<file path="config.mk">
export PLATFORM = sky130hd
export DESIGN_NAME = addr_shift_sequencer_flat
export DESIGN_NICKNAME = d
export VERILOG_FILES = /design/src/rtl/addr_shift_sequencer_if.sv /design/src/rtl/addr_shift_sequencer.sv /design/src/flat_wrapper.sv
export SDC_FILE = /design/constraint.sdc
export NUM_CORES = 1
export LEC_CHECK = 0
export CORE_AREA = 2 2 75 77
export DETAILED_ROUTE_END_ITERATION = 7
export DIE_AREA = 0 0 77 79
export HOLD_SLACK_MARGIN = 0.12
export PLACE_DENSITY = 0.88
export SLEW_MARGIN = 20
export SYNTH_ARGS = -nofsm -noshare
export SYNTH_HDL_FRONTEND = slang
export SYNTH_SLANG_ARGS = --single-unit
</file>
<file path="constraint.sdc">
create_clock -name clk -period 1.7 [get_ports clk]
set_input_delay 0.17 -clock clk [delete_from_list [all_inputs] [get_ports clk]]
set_output_delay 0.17 -clock clk [all_outputs]
set_load 0.01 [all_outputs]
</file>
<file path="src/rtl/addr_shift_sequencer_if.sv">
`default_nettype none
// ============================================================================
// Module      : addr_shift_sequencer_if
// Description : Request/result handshake bundle for the multi-cycle
//               address shifter.
// Revision    : 1.0 - initial release
// ============================================================================
interface addr_shift_sequencer_if #(
  parameter int WIDTH = 32,
  parameter int AMT_W = 5
) ();

  // Request side
  logic             in_valid;
  logic             in_ready;
  logic [WIDTH-1:0] in_data;
  logic             in_dir;
  logic [AMT_W-1:0] in_amt;

  // Result side
  logic             out_valid;
  logic             out_ready;
  logic [WIDTH-1:0] out_data;

  // Status
  logic             busy;

  // Requester / consumer view
  modport master (
    output in_valid, in_data, in_dir, in_amt, out_ready,
    input  in_ready, out_valid, out_data, busy
  );

  // Shifter view
  modport slave (
    input  in_valid, in_data, in_dir, in_amt, out_ready,
    output in_ready, out_valid, out_data, busy
  );

endinterface
`default_nettype wire

</file>
<file path="src/rtl/addr_shift_sequencer.sv">
`default_nettype none
// ============================================================================
// Module      : addr_shift_sequencer
// Description : Multi-cycle logical shifter. Accepts an address, direction
//               and amount, applies one 1-bit zero-fill shift per clock and
//               holds the result on a valid/ready output until consumed.
// Revision    : 1.0 - initial release
// ============================================================================
module addr_shift_sequencer #(
  parameter int WIDTH = 32,
  parameter int AMT_W = 5
) (
  input  logic                  clk,
  input  logic                  rst_n,
  addr_shift_sequencer_if.slave bus
);

  localparam logic [AMT_W-1:0] c_AMT_ZERO = '0;
  localparam logic [AMT_W-1:0] c_AMT_ONE  = {{(AMT_W-1){1'b0}}, 1'b1};

  typedef enum logic [1:0] {
    ST_IDLE  = 2'd0,
    ST_SHIFT = 2'd1,
    ST_DONE  = 2'd2
  } state_t;

  state_t           state_q, state_d;
  logic [WIDTH-1:0] data_q,  data_d;
  logic             dir_q,   dir_d;
  logic [AMT_W-1:0] count_q, count_d;

  // State and datapath registers; reset discards any operation in flight
  always_ff @(posedge clk or negedge rst_n) begin
    if (!rst_n) begin
      state_q <= ST_IDLE;
      data_q  <= '0;
      dir_q   <= 1'b0;
      count_q <= '0;
    end else begin
      state_q <= state_d;
      data_q  <= data_d;
      dir_q   <= dir_d;
      count_q <= count_d;
    end
  end

  // Next-state and datapath update; request fields are only looked at in IDLE
  always_comb begin
    state_d = state_q;
    data_d  = data_q;
    dir_d   = dir_q;
    count_d = count_q;
    case (state_q)
      ST_IDLE: begin
        if (bus.in_valid) begin
          data_d  = bus.in_data;
          dir_d   = bus.in_dir;
          count_d = bus.in_amt;
          // A zero amount skips SHIFT so the input is returned untouched
          state_d = (bus.in_amt == c_AMT_ZERO) ? ST_DONE : ST_SHIFT;
        end
      end
      ST_SHIFT: begin
        // Amounts beyond WIDTH simply keep shifting zeros through
        data_d  = dir_q ? (data_q >> 1) : (data_q << 1);
        count_d = count_q - c_AMT_ONE;
        if (count_q == c_AMT_ONE) begin
          state_d = ST_DONE;
        end
      end
      ST_DONE: begin
        if (bus.out_ready) begin
          state_d = ST_IDLE;
        end
      end
      default: begin
        state_d = ST_IDLE;
      end
    endcase
  end

  // Handshake outputs decode only the registered state, so there is no
  // combinational path from in_valid or out_ready
  assign bus.in_ready  = (state_q == ST_IDLE);
  assign bus.out_valid = (state_q == ST_DONE);
  assign bus.busy      = (state_q != ST_IDLE);
  assign bus.out_data  = data_q;

endmodule
`default_nettype wire

</file>
<file path="src/flat_wrapper.sv">
// flat-port wrapper written by rule: the top's interface ports become plain ports
module addr_shift_sequencer_flat 
#(
  parameter int WIDTH = 32,
  parameter int AMT_W = 5
)
  (clk, rst_n, bus_in_valid, bus_in_data, bus_in_dir, bus_in_amt, bus_out_ready, bus_in_ready, bus_out_valid, bus_out_data, bus_busy);
  addr_shift_sequencer_if #(.WIDTH(WIDTH), .AMT_W(AMT_W)) bus_i ();
  input  logic clk;
  input  logic rst_n;
  input wire logic [$bits(bus_i.in_valid)-1:0] bus_in_valid;
  input wire logic [$bits(bus_i.in_data)-1:0] bus_in_data;
  input wire logic [$bits(bus_i.in_dir)-1:0] bus_in_dir;
  input wire logic [$bits(bus_i.in_amt)-1:0] bus_in_amt;
  input wire logic [$bits(bus_i.out_ready)-1:0] bus_out_ready;
  output wire logic [$bits(bus_i.in_ready)-1:0] bus_in_ready;
  output wire logic [$bits(bus_i.out_valid)-1:0] bus_out_valid;
  output wire logic [$bits(bus_i.out_data)-1:0] bus_out_data;
  output wire logic [$bits(bus_i.busy)-1:0] bus_busy;
  assign bus_i.in_valid = bus_in_valid;
  assign bus_i.in_data = bus_in_data;
  assign bus_i.in_dir = bus_in_dir;
  assign bus_i.in_amt = bus_in_amt;
  assign bus_i.out_ready = bus_out_ready;
  assign bus_in_ready = bus_i.in_ready;
  assign bus_out_valid = bus_i.out_valid;
  assign bus_out_data = bus_i.out_data;
  assign bus_busy = bus_i.busy;
  addr_shift_sequencer #(.WIDTH(WIDTH), .AMT_W(AMT_W)) u_core (.clk(clk), .rst_n(rst_n), .bus(bus_i));
endmodule
</file>
==> results of run 1 <==
[timing repair]
action                                  4_1_cts  5_1_grt
gates resized for setup                       5        0
endpoints found under the setup margin        3        1
hold endpoints to repair                     23        0
hold buffers                                  1        0
[layout by cell type, fill, tap and decap left out, drive strengths merged, types with 2 or more instances in the layout]
master / n
a21oi: 3
o21ai: 4
o31ai: 31
a211oi: 30
ha: 2
nor2b: 30
o21bai: 2
nor3: 2
a22oi: 2
dfrtp: 40
clkbuf: 6
clkdlybuf4s50: 74
inv: 7
nor2: 32
nand2b: 2
nand2: 32
buf: 13
[report_power, final]
group / total (mW) / switching, mW / internal (mW) / leakage, nW
Sequential: 2.00 / 0.546 / 1.46 / 0.480
Combinational: 3.72 / 1.82 / 1.89 / 0.777
Clock: 0.769 / 0.333 / 0.436 / 0.0552
[area by class of cell]
class,instances,share of cell area [%]
repair buffers,89,26.5
clock buffers,6,2.19
clock inverters,2,1.06
inverters,7,0.792
multi-input cells,195,36.5
well taps,72,2.71
flip-flops and latches,40,30.3
[cell families after synthesis]
kind of cell	Yosys count	synth area share [%]
AO/OA/AOI/OAI	85	27.1
flip-flops	40	43.0
adder cells (fa/ha/maj)	2	1.07
AND/OR/NAND/NOR	107	22.5
multiplexers	1	0.484
buffers and inverters	30	5.86
[layer usage]
layer | part of all wire [%] | vias up | GRT usage, %
li1 | - | 1098 | -
met1 | 43 | 1076 | 26.6
met2 | 49 | 90 | 34.6
met3 | 6.1 | 7 | 3.75
met4 | 1.1 | 0 | 6.07
met5 | 0 | - | 0
[registers in the layout (all words and copies together), names as in the netlist]
signal and flops:
u_core.bus.out_data 32, u_core.count_q 5, u_core.state_q 2, u_core.dir_q 1
[worst min-delay path by stage]
stage               slack (ns)  cells past startpoint                                  to  start
floorplan                -0.13                      0  u_core.bus.out_data[0]$_DFFE_PN0P_  rst_n
global placement          0.18                      1  u_core.bus.out_data[7]$_DFFE_PN0P_  rst_n
detailed placement        0.20                      1  u_core.bus.out_data[7]$_DFFE_PN0P_  rst_n
CTS                       0.42                      2  u_core.bus.out_data[7]$_DFFE_PN0P_  rst_n
global route              0.44                      2  u_core.bus.out_data[8]$_DFFE_PN0P_  rst_n
finish                    0.41                      2  u_core.bus.out_data[7]$_DFFE_PN0P_  rst_n
==> flow_metrics.tcl, run 1 <==
set metrics [dict create \
    status "finished, final reports clean" \
    area.sequential_um2 1000 \
    fin_cells 411 \
    dpl.cell_count 402 \
    wl_per_cell_um 15.0 \
    first_iter_violations 143 \
    power_leakage_nw 1.31 \
    ys_seq_area_share_pct 43.0 \
    dieArea_um2 6080 \
    synth_top_area_share_pct 43.0 \
    syn-num-nets 309 \
    synth_edf_count 0 \
    cp-startpoint "u_core.state_q[1]$_DFFE_PN0P_" \
    initial_core_util_pct 43.6 \
    die_w_um 77 \
    cts_buffers 5 \
    peakVddDrop_mv 1.35 \
    clockBufferDepth 2 \
    grt_max_degree 66 \
    fin_util_pct 62.2 \
    crit_fanout 8 \
    synth_top_cell_by_area "dfrtp_1" \
    grt-ovfl-total 0 \
    routed_wl_mm 6.16 \
    yosysMostFrequentCell "dfrtp_1" \
    first_pass_iters 4 \
    startpoint_type "register" \
    critPathSlowestCell "clkdlybuf4s50_1" \
    root_buffer "clkbuf_8" \
    drcViolationCount 0 \
    path_class "reg -> out" \
    fmax_mhz 601 \
    clkSinkCount 40 \
    dp_hpwl_mm 4.38 \
    synthCells 265 \
    ys.flop_type "dfrtp_1" \
    ys_warn_count 0 \
    dp_slack_ns 0.0637 \
    dpl_cell_area_um2 3190 \
    multiInputGateArea_um2 1210 \
    vias 2271 \
    synthArstFlopShare_pct 100 \
    maxSlewViolCount 0 \
    maxSlewHeadroom_pct 61.3 \
    cpPeakStageDelay_ns 0.56 \
    coreArea_um2 5340 \
    fillerInstances 488 \
    power_mw 6.49 \
    rsz0062_at_grt "yes" \
    placementRows 27 \
    reg2reg_from "u_core.state_q[1]$_DFFE_PN0P_" \
    whs_ns 0.407 \
    setup_tns_ns 0 \
    cts_setup_buffers 0 \
    gr-usage-all-layers_pct 20.3 \
    cp-endpoint "bus_in_ready" \
    finalCritPeriodShare_pct 97.9 \
    end_kind "output pin" \
    critPathBufInv 1 \
    final_nets 382 \
    drive_above_1_share_pct 8.26 \
    r2r_cells 5 \
    critPathTopFamily "buffers and inverters" \
    die_h_um 79 \
    pin_count 77 \
    clk_pin_slew_ns 0.08 \
    hold_path_class "in -> async" \
    r2r-end "u_core.bus.out_data[23]$_DFFE_PN0P_" \
    yosysUniqueCellTypes 42 \
    clk_latency_ns 0.29 \
    avgSynthCellArea_um2 8.79 \
    syn_area_um2 2330 \
    grt_pass1_vias 2133 \
    synth.area.top_cells "dfrtp_1 (43%), o31ai_1 (10%), a211oi_1 (9.7%)" \
    final_cell_area_um2 3320 \
    synthTopCellsByCount "dfrtp_1 (40), nand2_1 (32), nor2_1 (32), o31ai_1 (31)" \
    setup_viol 0 \
    drv_cap 0 \
    hold_violations 0 \
    area_growth_pct 42.5 \
    antenna_found_initial 0 \
    fin_skew_ns 0.00788 \
    p_per_area_nw_per_um2 1960 \
    worstMarginPinSlew_ns 0.580 \
    cp_num_cells 2 \
    cp.required_ns 1.53 \
    period_needed_ns 1.67 \
    cts_tree "built" \
    htree_levels 2 \
    ant_nets 0 \
    cp.arrival_ns 1.50 \
    io_buffers 76 \
    synth_seq_cells 40 \
    path_cells "nor2_4 -> clkdlybuf4s50_1" \
    setup_ws_ns 0.0349 \
    viasPerCell 5.53 \
    antenna_cells 0 \
    grt_pass1_wl_mm 10.1 \
    r2r_slack_ns 0.07 \
    gp_congestion 0.850 \
]
Power figures use the tool's default switching activity.
==> run 2, diff against run 1 <==
--- a/config.mk
+++ b/config.mk
@@ -8,6 +8,7 @@
 export CORE_AREA = 2 2 75 77
 export DETAILED_ROUTE_END_ITERATION = 7
 export DIE_AREA = 0 0 77 79
+export GPL_TIMING_DRIVEN = 0
 export HOLD_SLACK_MARGIN = 0.12
 export PLACE_DENSITY = 0.88
 export SLEW_MARGIN = 20
==> flow_metrics.tcl, run 2 (synthesis gave the netlist of run 1 again) <==
set metrics [dict create \
    status "finished, final reports clean" \
    pwr-share-clk_pct 10.4 \
    cts_buffers 5 \
    r2r-end "u_core.count_q[4]$_DFFE_PN0P_" \
    power_leakage_nw 1.34 \
    root_buffer "clkbuf_8" \
    setup_viol 0 \
    clkSinkCount 40 \
    die_h_um 79 \
    wl_per_cell_um 14.8 \
    critPathBufInv 1 \
    viasPerCell 5.41 \
    path_class "reg -> reg" \
    area.sequential_um2 1000 \
    hold_path_class "in -> async" \
    dp_hpwl_mm 4.64 \
    grt_max_degree 23 \
    grt-ovfl-total 0 \
    path_cells "buf_6 -> or3b_1 -> o311a_1 -> a311o_1" \
    clk_latency_ns 0.29 \
    cp.arrival_ns 1.70 \
    initial_core_util_pct 43.6 \
    whs_ns 0.367 \
    coreArea_um2 5340 \
    finalCritPeriodShare_pct 89.9 \
    maxSlewViolCount 0 \
    p_per_area_nw_per_um2 1920 \
    dp_slack_ns -0.243 \
    setup_ws_ns 0.172 \
    dpl.cell_count 414 \
    switchingPower_mw 2.75 \
    grt_pass1_wl_mm 10.3 \
    gp_congestion 0.819 \
    cp-startpoint "u_core.state_q[1]$_DFFE_PN0P_" \
    io_buffers 76 \
    intPower_mw 3.61 \
    first_iter_violations 158 \
    maxSlewHeadroom_pct 67.9 \
    cts_tree "built" \
    mostFrequentLayoutCell "clkdlybuf4s50_1" \
    peakVddDrop_mv 1.08 \
    largest_reg_flops 32 \
    pin_count 77 \
    critPathSlowestCell "dfrtp_1" \
    drive_above_1_share_pct 8.83 \
    die_w_um 77 \
    cpPeakStageDelay_ns 0.41 \
    fmax_mhz 655 \
    fin_skew_ns 0.0109 \
    swShare_pct 43.3 \
    area_growth_pct 42.3 \
    cp.required_ns 1.87 \
    drv_cap 0 \
    startpoint_type "register" \
    seq_power_share_pct 30.7 \
    vias 2287 \
    dpl_cell_area_um2 3200 \
    crit_fanout 10 \
    pwr-share-comb_pct 58.9 \
    multiInputGateArea_um2 1200 \
    reg2reg_from "u_core.state_q[1]$_DFFE_PN0P_" \
    end_kind "register" \
    fillerInstances 498 \
    antenna_found_initial 0 \
    final_nets 394 \
    dieArea_um2 6080 \
    r2r_cells 4 \
    final_cell_area_um2 3310 \
    antenna_cells 0 \
    drcViolationCount 0 \
    clk_pin_slew_ns 0.08 \
    critPathTopFamily "compound AO/OA/AOI/OAI gates" \
    final_cell_mix "clkdlybuf4s50_1 (72), dfrtp_1 (40), nand2_1 (32), nor2_1 (31), o31ai_1 (31)" \
    routed_wl_mm 6.24 \
    worstMarginPinSlew_ns 0.482 \
    placementRows 27 \
    htree_levels 2 \
    hold_violations 0 \
    setup_tns_ns 0 \
    ant_nets 0 \
    r2r_slack_ns 0.17 \
    period_needed_ns 1.53 \
    gr-usage-all-layers_pct 20.7 \
    fin_cells 423 \
    grt_pass1_vias 2157 \
    first_pass_iters 4 \
    rsz0062_at_grt "no" \
    clockBufferDepth 2 \
]
[run 2: cell types whose count changed in the layout (fill, tap and decap cells not counted), sizes merged]
cell and change:
clkdlybuf4s50 -2, buf +4, clkinv +1, bufinv -1, dlygate4sd2 +2, clkbuf +8
[run 2: through the flow]
step	util (%)	total power [mW]
floorplan	-	4.13
global placement	59.6	5.56
detailed placement	60.0	5.70
CTS	62.0	6.37
global route	62.1	6.87
finish	62.1	6.37
[run 2: area by class of cell]
type / instances / share of cell area, %
multi-input cells: 195 / 36.2
repair buffers: 78 / 23.8
plain buffers: 23 / 3.51
well taps: 72 / 2.72
clock buffers: 6 / 2.49
flip-flops and latches: 40 / 30.2
clock inverters: 2 / 0.302
inverters: 7 / 0.793
[run 2: worst max-delay path by stage]
| stage | endpoint | slack, ns | depth (start not counted) |
|---|---|---|---|
| after detailed placement | u_core.bus.out_data[12]$_DFFE_PN0P_ | -0.24 | 6 |
| final | u_core.count_q[4]$_DFFE_PN0P_ | 0.17 | 4 |
| after global routing | u_core.bus.out_data[12]$_DFFE_PN0P_ | 0.02 | 5 |
| after floorplan | u_core.count_q[4]$_DFFE_PN0P_ | 0.29 | 4 |
| after global placement | u_core.bus.out_data[28]$_DFFE_PN0P_ | -0.52 | 1 |
| after CTS | u_core.bus.out_data[22]$_DFFE_PN0P_ | 0.05 | 6 |
[run 2: worst reg2reg max path, cell delays in order (launching register included)]
cell     delay [ns]
dfrtp_1        0.41
buf_6          0.15
or3b_1         0.39
o311a_1        0.15
a311o_1        0.32
[run 2: repair_timing]
item                                    CTS  global route
hold buffers                              1             0
gates resized for setup                   6             6
endpoints found under the hold margin    18             0
buffers inserted                          0             0
pin swaps                                 0             0
endpoints found under the setup margin    3            30
[run 2: metal layers]
metal | GRT usage [%] | share of wire (%) | up-vias
met3 | 4.32 | 6.0 | 5
met5 | 0 | 0 | -
met2 | 35.0 | 49 | 86
li1 | - | - | 1122
met4 | 5.00 | 0.48 | 0
met1 | 27.4 | 44 | 1074
[run 2: power groups by stage]
stage	Sequential [mW]	Combinational, mW	Clock [mW]
2_1_floorplan	2.02	2.11	0
5_1_grt	2.04	4.13	0.706
4_1_cts	1.95	3.76	0.665
3_3_place_gp	1.94	3.62	0
3_5_place_dp	1.96	3.74	0
6_report	1.95	3.75	0.661
